## src/rtl/layer_sequencer_if.sv

```systemverilog
// ---------------------------------------------------------------------------
// layer_sequencer_if
// Bundles the configuration, run-control and compute-controller handshake
// signals of layer_sequencer.
//   master : host / compute-controller side (drives cfg, start, abort, done_*)
//   slave  : the sequencer itself
// Signals:
//   cfg_we, cfg_addr, cfg_type   layer-type table write port
//   num_layers, ping_init        sequence setup, sampled on start
//   start, abort                 run control
//   done_conv/dense/pool         one-cycle completion from compute controllers
//   comp_sel, ping               buffer/PE mux select
//   start_conv/dense/pool        one-cycle start to compute controllers
//   layer_idx, busy, seq_done, error   status
// ---------------------------------------------------------------------------
interface layer_sequencer_if #(
    parameter int LAYER_W = 4
);
    logic               cfg_we;
    logic [LAYER_W-1:0] cfg_addr;
    logic [1:0]         cfg_type;
    logic [LAYER_W:0]   num_layers;
    logic               ping_init;
    logic               start;
    logic               abort;
    logic               done_conv;
    logic               done_dense;
    logic               done_pool;
    logic [2:0]         comp_sel;
    logic               ping;
    logic               start_conv;
    logic               start_dense;
    logic               start_pool;
    logic [LAYER_W-1:0] layer_idx;
    logic               busy;
    logic               seq_done;
    logic               error;

    modport master (
        output cfg_we, cfg_addr, cfg_type, num_layers, ping_init, start, abort,
               done_conv, done_dense, done_pool,
        input  comp_sel, ping, start_conv, start_dense, start_pool,
               layer_idx, busy, seq_done, error
    );

    modport slave (
        input  cfg_we, cfg_addr, cfg_type, num_layers, ping_init, start, abort,
               done_conv, done_dense, done_pool,
        output comp_sel, ping, start_conv, start_dense, start_pool,
               layer_idx, busy, seq_done, error
    );
endinterface

```

## src/rtl/layer_sequencer.sv

```systemverilog
// ---------------------------------------------------------------------------
// layer_sequencer
// Walks a network layer by layer: reads the layer type from a small table,
// starts the matching conv/dense/pool controller, waits for its done, then
// flips the BUF1/BUF2 ping-pong so each layer's output feeds the next layer.
// Ports:
//   clk   system clock
//   rst   asynchronous reset, active high
//   bus   layer_sequencer_if.slave (config, run control, compute handshake,
//         comp_sel/ping mux selects, status)
//
// state  | meaning
// IDLE   | waiting for start; table writable
// LOAD   | read layer type for layer_idx; illegal type aborts with error
// ISSUE  | drive comp_sel and one-cycle start_* to the selected controller
// RUN    | wait for the issued controller's done; watchdog running
// SWITCH | comp_sel quiet gap; advance layer, flip ping
// FINISH | one-cycle seq_done
// ---------------------------------------------------------------------------
module layer_sequencer #(
    parameter int N_LAYER_MAX = 16,
    parameter int LAYER_W     = $clog2(N_LAYER_MAX),
    parameter int TIMEOUT_W   = 20
) (
    input logic              clk,
    input logic              rst,
    layer_sequencer_if.slave bus
);

    typedef enum logic [2:0] {
        S_IDLE, S_LOAD, S_ISSUE, S_RUN, S_SWITCH, S_FINISH
    } state_t;

    localparam logic [1:0] T_CONV  = 2'b01;
    localparam logic [1:0] T_DENSE = 2'b10;
    localparam logic [1:0] T_POOL  = 2'b11;

    localparam logic [LAYER_W:0] NUM_MAX = (LAYER_W+1)'(N_LAYER_MAX);
    // Down-counter reaches zero on the (2**TIMEOUT_W-1)-th RUN cycle.
    localparam logic [TIMEOUT_W-1:0] WDOG_LOAD = TIMEOUT_W'((2**TIMEOUT_W) - 2);

    state_t               state, state_next;
    logic [1:0]           type_tbl [N_LAYER_MAX];
    logic [1:0]           tbl_rd;
    logic [1:0]           type_q;
    logic [LAYER_W-1:0]   layer_idx_q;
    logic [LAYER_W:0]     num_q;
    logic [LAYER_W:0]     num_eff;
    logic [TIMEOUT_W-1:0] wdog;
    logic                 ping_q;
    logic                 error_q;
    logic                 done_hit;
    logic                 wdog_tc;
    logic                 last_layer;
    logic                 start_ok;

    logic [2:0]           comp_sel_c;
    logic                 start_conv_c, start_dense_c, start_pool_c;
    logic                 busy_c, seq_done_c;

    assign num_eff    = (bus.num_layers > NUM_MAX) ? NUM_MAX : bus.num_layers;
    assign tbl_rd     = type_tbl[layer_idx_q];
    assign wdog_tc    = (wdog == '0);
    assign last_layer = (({1'b0, layer_idx_q} + (LAYER_W+1)'(1)) == num_q);
    assign start_ok   = bus.start && !bus.abort;
    // Only the controller that was issued may end the RUN phase.
    assign done_hit   = ((type_q == T_CONV)  && bus.done_conv)  ||
                        ((type_q == T_DENSE) && bus.done_dense) ||
                        ((type_q == T_POOL)  && bus.done_pool);

    always_ff @(posedge clk or posedge rst) begin
        if (rst) begin
            state <= S_IDLE;
        end else begin
            state <= state_next;
        end
    end

    always_comb begin
        state_next    = state;
        comp_sel_c    = 3'b000;
        start_conv_c  = 1'b0;
        start_dense_c = 1'b0;
        start_pool_c  = 1'b0;
        busy_c        = 1'b1;
        seq_done_c    = 1'b0;
        unique case (state)
            S_IDLE: begin
                busy_c = 1'b0;
                if (start_ok) begin
                    state_next = (num_eff == '0) ? S_FINISH : S_LOAD;
                end
            end
            S_LOAD: begin
                if (bus.abort || (tbl_rd == 2'b00)) begin
                    state_next = S_IDLE;
                end else begin
                    state_next = S_ISSUE;
                end
            end
            S_ISSUE: begin
                comp_sel_c    = {1'b0, type_q};
                start_conv_c  = (type_q == T_CONV);
                start_dense_c = (type_q == T_DENSE);
                start_pool_c  = (type_q == T_POOL);
                state_next    = bus.abort ? S_IDLE : S_RUN;
            end
            S_RUN: begin
                comp_sel_c = {1'b0, type_q};
                if (bus.abort) begin
                    state_next = S_IDLE;
                end else if (done_hit) begin
                    state_next = S_SWITCH;
                end else if (wdog_tc) begin
                    state_next = S_IDLE;
                end
            end
            S_SWITCH: begin
                if (bus.abort) begin
                    state_next = S_IDLE;
                end else begin
                    state_next = last_layer ? S_FINISH : S_LOAD;
                end
            end
            S_FINISH: begin
                seq_done_c = 1'b1;
                state_next = S_IDLE;
            end
            default: begin
                state_next = S_IDLE;
            end
        endcase
    end

    always_ff @(posedge clk or posedge rst) begin
        if (rst) begin
            layer_idx_q <= '0;
            num_q       <= '0;
            ping_q      <= 1'b1;
            error_q     <= 1'b0;
            type_q      <= 2'b00;
            wdog        <= '0;
        end else begin
            unique case (state)
                S_IDLE: begin
                    if (start_ok) begin
                        num_q       <= num_eff;
                        ping_q      <= bus.ping_init;
                        error_q     <= 1'b0;
                        layer_idx_q <= '0;
                    end
                end
                S_LOAD: begin
                    if (!bus.abort) begin
                        type_q <= tbl_rd;
                        if (tbl_rd == 2'b00) begin
                            error_q <= 1'b1;
                        end
                    end
                end
                S_ISSUE: begin
                    wdog <= WDOG_LOAD;
                end
                S_RUN: begin
                    if (!bus.abort && !done_hit) begin
                        if (wdog_tc) begin
                            error_q <= 1'b1;
                        end else begin
                            wdog <= wdog - TIMEOUT_W'(1);
                        end
                    end
                end
                S_SWITCH: begin
                    if (!bus.abort) begin
                        ping_q      <= ~ping_q;
                        layer_idx_q <= layer_idx_q + LAYER_W'(1);
                    end
                end
                default: begin
                end
            endcase
        end
    end

    // Table contents are deliberately not reset.
    always_ff @(posedge clk) begin
        if (bus.cfg_we && (state == S_IDLE)) begin
            type_tbl[bus.cfg_addr] <= bus.cfg_type;
        end
    end

    assign bus.comp_sel    = comp_sel_c;
    assign bus.start_conv  = start_conv_c;
    assign bus.start_dense = start_dense_c;
    assign bus.start_pool  = start_pool_c;
    assign bus.busy        = busy_c;
    assign bus.seq_done    = seq_done_c;
    assign bus.ping        = ping_q;
    assign bus.error       = error_q;
    assign bus.layer_idx   = layer_idx_q;

endmodule
```

## src/flat_wrapper.sv

```systemverilog
// flat-port wrapper written by rule: the top's interface ports become plain ports
module layer_sequencer_flat 
#(
    parameter int N_LAYER_MAX = 16,
    parameter int LAYER_W     = $clog2(N_LAYER_MAX),
    parameter int TIMEOUT_W   = 20
)
  (clk, rst, bus_cfg_we, bus_cfg_addr, bus_cfg_type, bus_num_layers, bus_ping_init, bus_start, bus_abort, bus_done_conv, bus_done_dense, bus_done_pool, bus_comp_sel, bus_ping, bus_start_conv, bus_start_dense, bus_start_pool, bus_layer_idx, bus_busy, bus_seq_done, bus_error);
  layer_sequencer_if #(.LAYER_W(LAYER_W)) bus_i ();
  input logic clk;
  input logic rst;
  input wire logic [$bits(bus_i.cfg_we)-1:0] bus_cfg_we;
  input wire logic [$bits(bus_i.cfg_addr)-1:0] bus_cfg_addr;
  input wire logic [$bits(bus_i.cfg_type)-1:0] bus_cfg_type;
  input wire logic [$bits(bus_i.num_layers)-1:0] bus_num_layers;
  input wire logic [$bits(bus_i.ping_init)-1:0] bus_ping_init;
  input wire logic [$bits(bus_i.start)-1:0] bus_start;
  input wire logic [$bits(bus_i.abort)-1:0] bus_abort;
  input wire logic [$bits(bus_i.done_conv)-1:0] bus_done_conv;
  input wire logic [$bits(bus_i.done_dense)-1:0] bus_done_dense;
  input wire logic [$bits(bus_i.done_pool)-1:0] bus_done_pool;
  output wire logic [$bits(bus_i.comp_sel)-1:0] bus_comp_sel;
  output wire logic [$bits(bus_i.ping)-1:0] bus_ping;
  output wire logic [$bits(bus_i.start_conv)-1:0] bus_start_conv;
  output wire logic [$bits(bus_i.start_dense)-1:0] bus_start_dense;
  output wire logic [$bits(bus_i.start_pool)-1:0] bus_start_pool;
  output wire logic [$bits(bus_i.layer_idx)-1:0] bus_layer_idx;
  output wire logic [$bits(bus_i.busy)-1:0] bus_busy;
  output wire logic [$bits(bus_i.seq_done)-1:0] bus_seq_done;
  output wire logic [$bits(bus_i.error)-1:0] bus_error;
  assign bus_i.cfg_we = bus_cfg_we;
  assign bus_i.cfg_addr = bus_cfg_addr;
  assign bus_i.cfg_type = bus_cfg_type;
  assign bus_i.num_layers = bus_num_layers;
  assign bus_i.ping_init = bus_ping_init;
  assign bus_i.start = bus_start;
  assign bus_i.abort = bus_abort;
  assign bus_i.done_conv = bus_done_conv;
  assign bus_i.done_dense = bus_done_dense;
  assign bus_i.done_pool = bus_done_pool;
  assign bus_comp_sel = bus_i.comp_sel;
  assign bus_ping = bus_i.ping;
  assign bus_start_conv = bus_i.start_conv;
  assign bus_start_dense = bus_i.start_dense;
  assign bus_start_pool = bus_i.start_pool;
  assign bus_layer_idx = bus_i.layer_idx;
  assign bus_busy = bus_i.busy;
  assign bus_seq_done = bus_i.seq_done;
  assign bus_error = bus_i.error;
  layer_sequencer #(.N_LAYER_MAX(N_LAYER_MAX), .LAYER_W(LAYER_W), .TIMEOUT_W(TIMEOUT_W)) u_core (.clk(clk), .rst(rst), .bus(bus_i));
endmodule
```

## config.mk

```make
export PLATFORM = sky130hd
export DESIGN_NAME = layer_sequencer_flat
export DESIGN_NICKNAME = d
export VERILOG_FILES = /design/src/rtl/layer_sequencer_if.sv /design/src/rtl/layer_sequencer.sv /design/src/flat_wrapper.sv
export SDC_FILE = /design/constraint.sdc
export NUM_CORES = 1
export LEC_CHECK = 0
export CORE_ASPECT_RATIO = 0.5
export CORE_MARGIN = 10
export CORE_UTILIZATION = 45
export CTS_CLUSTER_SIZE = 25
export DETAILED_ROUTE_END_ITERATION = 8
export GPL_TIMING_DRIVEN = 0
export PLACE_DENSITY = 0.61
export SKIP_CTS_REPAIR_TIMING = 1
export SLEW_MARGIN = 20
export SYNTH_ARGS = -nofsm -noshare
export SYNTH_HDL_FRONTEND = slang
export SYNTH_SLANG_ARGS = --single-unit
```

## constraint.sdc

```tcl
create_clock -name clk -period 2.9 [get_ports clk]
set_input_delay 0.725 -clock clk [delete_from_list [all_inputs] [get_ports clk]]
set_output_delay 0.725 -clock clk [all_outputs]
set_load 0.03 [all_outputs]
```

* After elaboration in Yosys (flattened, before gate mapping)
Memories as Yosys holds them, arrays and structs flattened. Index checks and enable logic that the tools add are counted.
Word-level totals: register bits after elaboration 36, latch bits 0, memory bits (writable) 32, bits in read-only memories 0, bits of input ports 20, output and inout port bits 14, memories kept 1
Cells by class: add/sub/neg operators 3, multipliers 0, div/mod/pow operators 0, order comparisons 1, equal/unequal tests 17, shift-type cells 0, muxes and demuxes 34, bitwise logic cells 2, reduce and logical (&&, ||, !) cells 25
Memories:
- u_core.type_tbl | depth 16, bits a word 2, rd ports 1, clocked after Yosys merged registers in 0, wr ports 1, line layer_sequencer.sv:43 | logic [1:0] type_tbl [N_LAYER_MAX];
Operators with widths (count):
- $mux 20 | 2
- $pmux 20 s2 | 1
- $mux 3 | 7
- $logic_not 20->1 | 1
- $sub 20x1->20 const B | 1
- $pmux 3 s5 | 1
- $mux 1 | 14
- $mux 4 | 2
- $ne 2x1->1 const B | 4
- $pmux 4 s2 | 1
- $eq 3x2->1 const B | 2
- $eq 3x3->1 const B | 2
- $logic_and 1x1->1 | 6
- $mux 2 | 3
- $ne 2x2->1 const B | 3
- $reduce_and 2->1 | 3
- $reduce_and 3->1 | 2
- $reduce_and 6->1 | 1
- $add 4x1->5 const B | 1
- $eq 5x5->1 | 1
- $gt 5x5->1 const B | 1
- $logic_not 5->1 | 1
- $mux 5 | 1
- $add 4x1->4 const B | 1
- other kinds (14) | 20

* Logic depth before layout (Yosys ltp)
Gate-level depths: netlist (run 1).
depth in word-level cells 8, gate-level depth with buffers 9, gate-level depth less buffers 7

* Least setup slack after synthesis (run 1)
Ideal clock, no wire load.
path type register -> output, from reg u_core.state[2], to out bus_start_conv, arrival 1.928 ns, slack 0.247 ns, cell stages (with the launch flop) 8, buffers on the path 3, cells stage by stage dfrtp_1 > nand2b_1 > clkbuf_1 > nor2_1 > clkbuf_1 > clkbuf_1 > nand2_1 > nor2_1
Between the ends: cells in the longest elaborated chain, start to end 2
Ends and longest elaborated chain:
- from (decl) | line layer_sequencer.sv:42 | state_t state, state_next;
- from (signal assigned) | line layer_sequencer.sv:75 | state <= state_next;
- $eq 3x2->1 | line layer_sequencer.sv:87 | unique case (state)
- $mux 1 | line layer_sequencer.sv:87
- to (decl) | line flat_wrapper.sv:24 | output wire logic [$bits(bus_i.start_conv)-1:0] bus_start_conv;
No other way between the ends.

* Final worst setup path (run 1)
from reg u_core.state[2], to out bus_start_dense
Between the ends: cells in the longest elaborated chain, start to end 2
Ends and longest elaborated chain:
- $eq 3x2->1 | line layer_sequencer.sv:87
- $mux 1 | line layer_sequencer.sv:87
- to (decl) | line flat_wrapper.sv:25 | output wire logic [$bits(bus_i.start_dense)-1:0] bus_start_dense;
No other way between the ends.

==> results.md, run 1 <==
* Number of distinct library cells after synthesis at 51
* Sw Share at 0.360
* Worst IR Drop VDD at 0.000381 V
* Synth async-reset ratio at 0.529
* Leakage power at 0.00154 uW
* Root Buffer: clkbuf_16
* Power Density at 758 nW/um2
* Failing checks: negative setup slack
* # IOs at 34
* Setup TNS at -0.00849 ns
* GRT Resource Usage Total at 0.140
* Grt total ovfl at 0
* WL/cell at between 15 and 20 um
* Pint at between 2000 and 2500 uW
* Layout Utilization at 0.578
* HPWL after detailed placement at a little over 6000 um
* Post-synthesis cell area at around 3600 um2
* ANT cells at 0
* Largest area contributor in the netlist: edfxtp_1
* Outcome: finished, violations left
* Crit path time final at 2.91 ns
* Drt first pass iters at 5
* Post-DRT Antenna Nets at 0
* Fill cells at 646
* Endpoint type of the worst setup path: primary output
* F_max at 344 MHz
* Seq pwr share at 0.390
* Sequential fraction of the synthesis area at 0.522
* Largest net degree at the start of global routing at 24
* Syn Area/Cell at around 11 um2
* Final instance area at 4340 um2
* Worst Path Arrival at 2.18 ns
* Final setup fails at 1
* Number of clock sinks at between 60 and 70
* Post-Place Setup Slack at -0.742 ns
* Clk network pwr share at 0.307
* Ys flop type: dfrtp_1
* Combinational power share at 0.303
* Area fraction of the dominant cell type after synthesis at 0.269
* Row count at 22
* Fin crit share at 1.00
* Seq cells post-synth at 68
* Port bufs at 32
* Cell with the most instances after synthesis: nor2_1
* Nets at 395
* Worst-skew pair later-pin latency at 0.34 ns
* Flip-flop and latch area at 1870 um2
* Die width at 146 um
* Post-Syn Instances at 329
* Via count of the first global-routing pass at 2,771
* Max FO, Critical Path at 10
* Synth Warn # at 0
* Initial antenna violation count at 0
* Fin. max-slew vios at 0
* Slew Limit Headroom at 0.462
* First-pass GRT wire length at 14,000 um
* Initial core utilization at 0.475
* Top cells by area, synth: edfxtp_1 27%, dfrtp_1 25%, mux4_2 5.1%
* CTS buffer count at 9
* Synth cell count leaders: 41 x nor2_1, 35 x dfrtp_1, 32 x edfxtp_1
* Hold crit path type: register to register
* Layout cells sized above 1 at 0.135
* Vias at 2,689
* CP startpoint kind: register
* Core area at 7510 um2
* Crit path kind: register to primary output
* CTS Buffer Depth at 2
* DRC at 0
* Final worst setup slack at -0.00849 ns
* Critical Path RT at 2.17 ns
* Switching power summed over all nets at 1180 uW
* Clock transition at path regs at roughly 0.05 ns
* CTS H-tree depth at 3
* DR vias/cell at 5.54
* Area added between synthesis and finish at 21.8%
* Initial drt markers at about 140
* WL final at roughly 8400 um
* Worst clock skew at 0.00669 ns
* Unrepaired setup endpoints after global routing: true
* GPL Wtd Cong at 0.832
* Post-place instance area at 4050 um2
* Syn nets at approximately 350
* EDFF count, synth at 32
* Area of the multi-input gates at 1610 um2
* Worst slew pin tran at 0.799 ns
* CTS tree: built
* Max Cap Viol at 0
* Die span in y at 82.9 um
* Fin. Hold Viols at 0
* Die area at between 10,000 and 15,000 um2
==> cell type report <==
class	instances	area share
plain buffers	15	0.0193
clock inverters	7	0.0118
multi-input cells	237	0.370
inverters	8	0.00691
well taps	108	0.0311
clock buffers	9	0.0518
repair buffers	33	0.0801
flip-flops and latches	68	0.429
==> per-stage QoR <==
step	hold WS, ns	instances	power, uW
5_1_grt	0.535	485	3470
4_1_cts	0.499	486	3300
2_1_floorplan	0.469	329	1920
3_5_place_dp	0.490	470	2280
3_3_place_gp	0.483	469	2240
6_report	0.497	485	3290
==> power groups by stage <==
stage          clock (uW)  sequential [uW]  combinational [uW]
2_1_floorplan           0             1270                 655
4_1_cts              1030             1260                1010
5_1_grt              1070             1300                1100
6_report             1010             1280                 998
3_3_place_gp            0             1270                 971
3_5_place_dp            0             1270                1010
==> sequential cells by signal (all words and copies together), names as in the netlist <==
signal and flops:
u_core.type_q 2, u_core.bus.ping 1, u_core.bus.layer_idx 4, u_core.num_q 5, u_core.bus.error 1, u_core.wdog 20, u_core.type_tbl 32, u_core.state 3
==> critical path, cell delays in order (launching register included) <==
cell	delay [ns]
dfrtp_1	0.39
nand2b_1	0.24
buf_2	0.23
nor2_1	0.13
clkbuf_4	0.23
clkbuf_4	0.24
nand2_1	0.07
nor2_1	0.10
clkbuf_2	0.22
==> worst paths after layout <==
path                       slack, ns                   startpoint  depth (start not counted)                     endpoint
setup / recovery              -0.008  u_core.state[2]$_DFFE_PP0P_                          8              bus_start_dense
hold / removal                  0.50  u_core.bus.ping$_DFFE_PP1P_                          2  u_core.bus.ping$_DFFE_PP1P_
setup reg to reg                0.43  u_core.wdog[11]$_DFFE_PP0P_                          7   u_core.wdog[0]$_DFFE_PP0P_
hold reg to reg                 0.50  u_core.bus.ping$_DFFE_PP1P_                          2  u_core.bus.ping$_DFFE_PP1P_
max in group asynchronous       1.71                          rst                          3  u_core.bus.ping$_DFFE_PP1P_
min in group asynchronous       0.68                          rst                          2   u_core.wdog[9]$_DFFE_PP0P_
==> metal layers <==
metal,global-route usage,up-vias,wire [um]
met3,0.0465,10,275
met4,0.0525,0,106
met5,0,-,0
met1,0.166,1335,3830
met2,0.232,37,4190
li1,-,1307,-
==> placed cells by master, fill, tap and decap left out, types with 4 or more instances in the layout <==
| master | n |
|---|---|
| a211oi_1 | 5 |
| a21oi_1 | 8 |
| a22oi_1 | 4 |
| clkbuf_1 | 4 |
| clkbuf_16 | 9 |
| clkbuf_2 | 4 |
| clkdlybuf4s50_1 | 26 |
| clkinvlp_4 | 4 |
| dfrtp_1 | 33 |
| dlymetal6s2s_1 | 4 |
| edfxtp_1 | 32 |
| inv_1 | 7 |
| mux2_2 | 5 |
| mux2i_1 | 15 |
| mux4_2 | 8 |
| nand2_1 | 20 |
| nand2b_1 | 11 |
| nand3_1 | 10 |
| nor2_1 | 41 |
| nor2b_1 | 19 |
| nor3_1 | 11 |
| nor4_1 | 5 |
| o21ai_0 | 16 |
| or3_1 | 8 |
| or4_1 | 7 |
==> cells by family (layout without fill, tap and decap cells) <==
kind of cell,Yosys count,count (layout),synth area share
adder cells (fa/ha/maj),3,3,0.0105
AND/OR/NAND/NOR,149,149,0.221
buffers and inverters,24,72,0.0288
XOR/XNOR,5,5,0.0123
multiplexers,28,28,0.108
flip-flops,68,68,0.522
AO/OA/AOI/OAI,51,51,0.0954
other,1,1,0.00105
(Power assumes the default switching activity.)
==> run 2, diff against run 1 <==
- CAP_MARGIN: not set -> 10
==> results of run 2 <==
The final DEF is identical to that of run 1; final timing and power are the same.
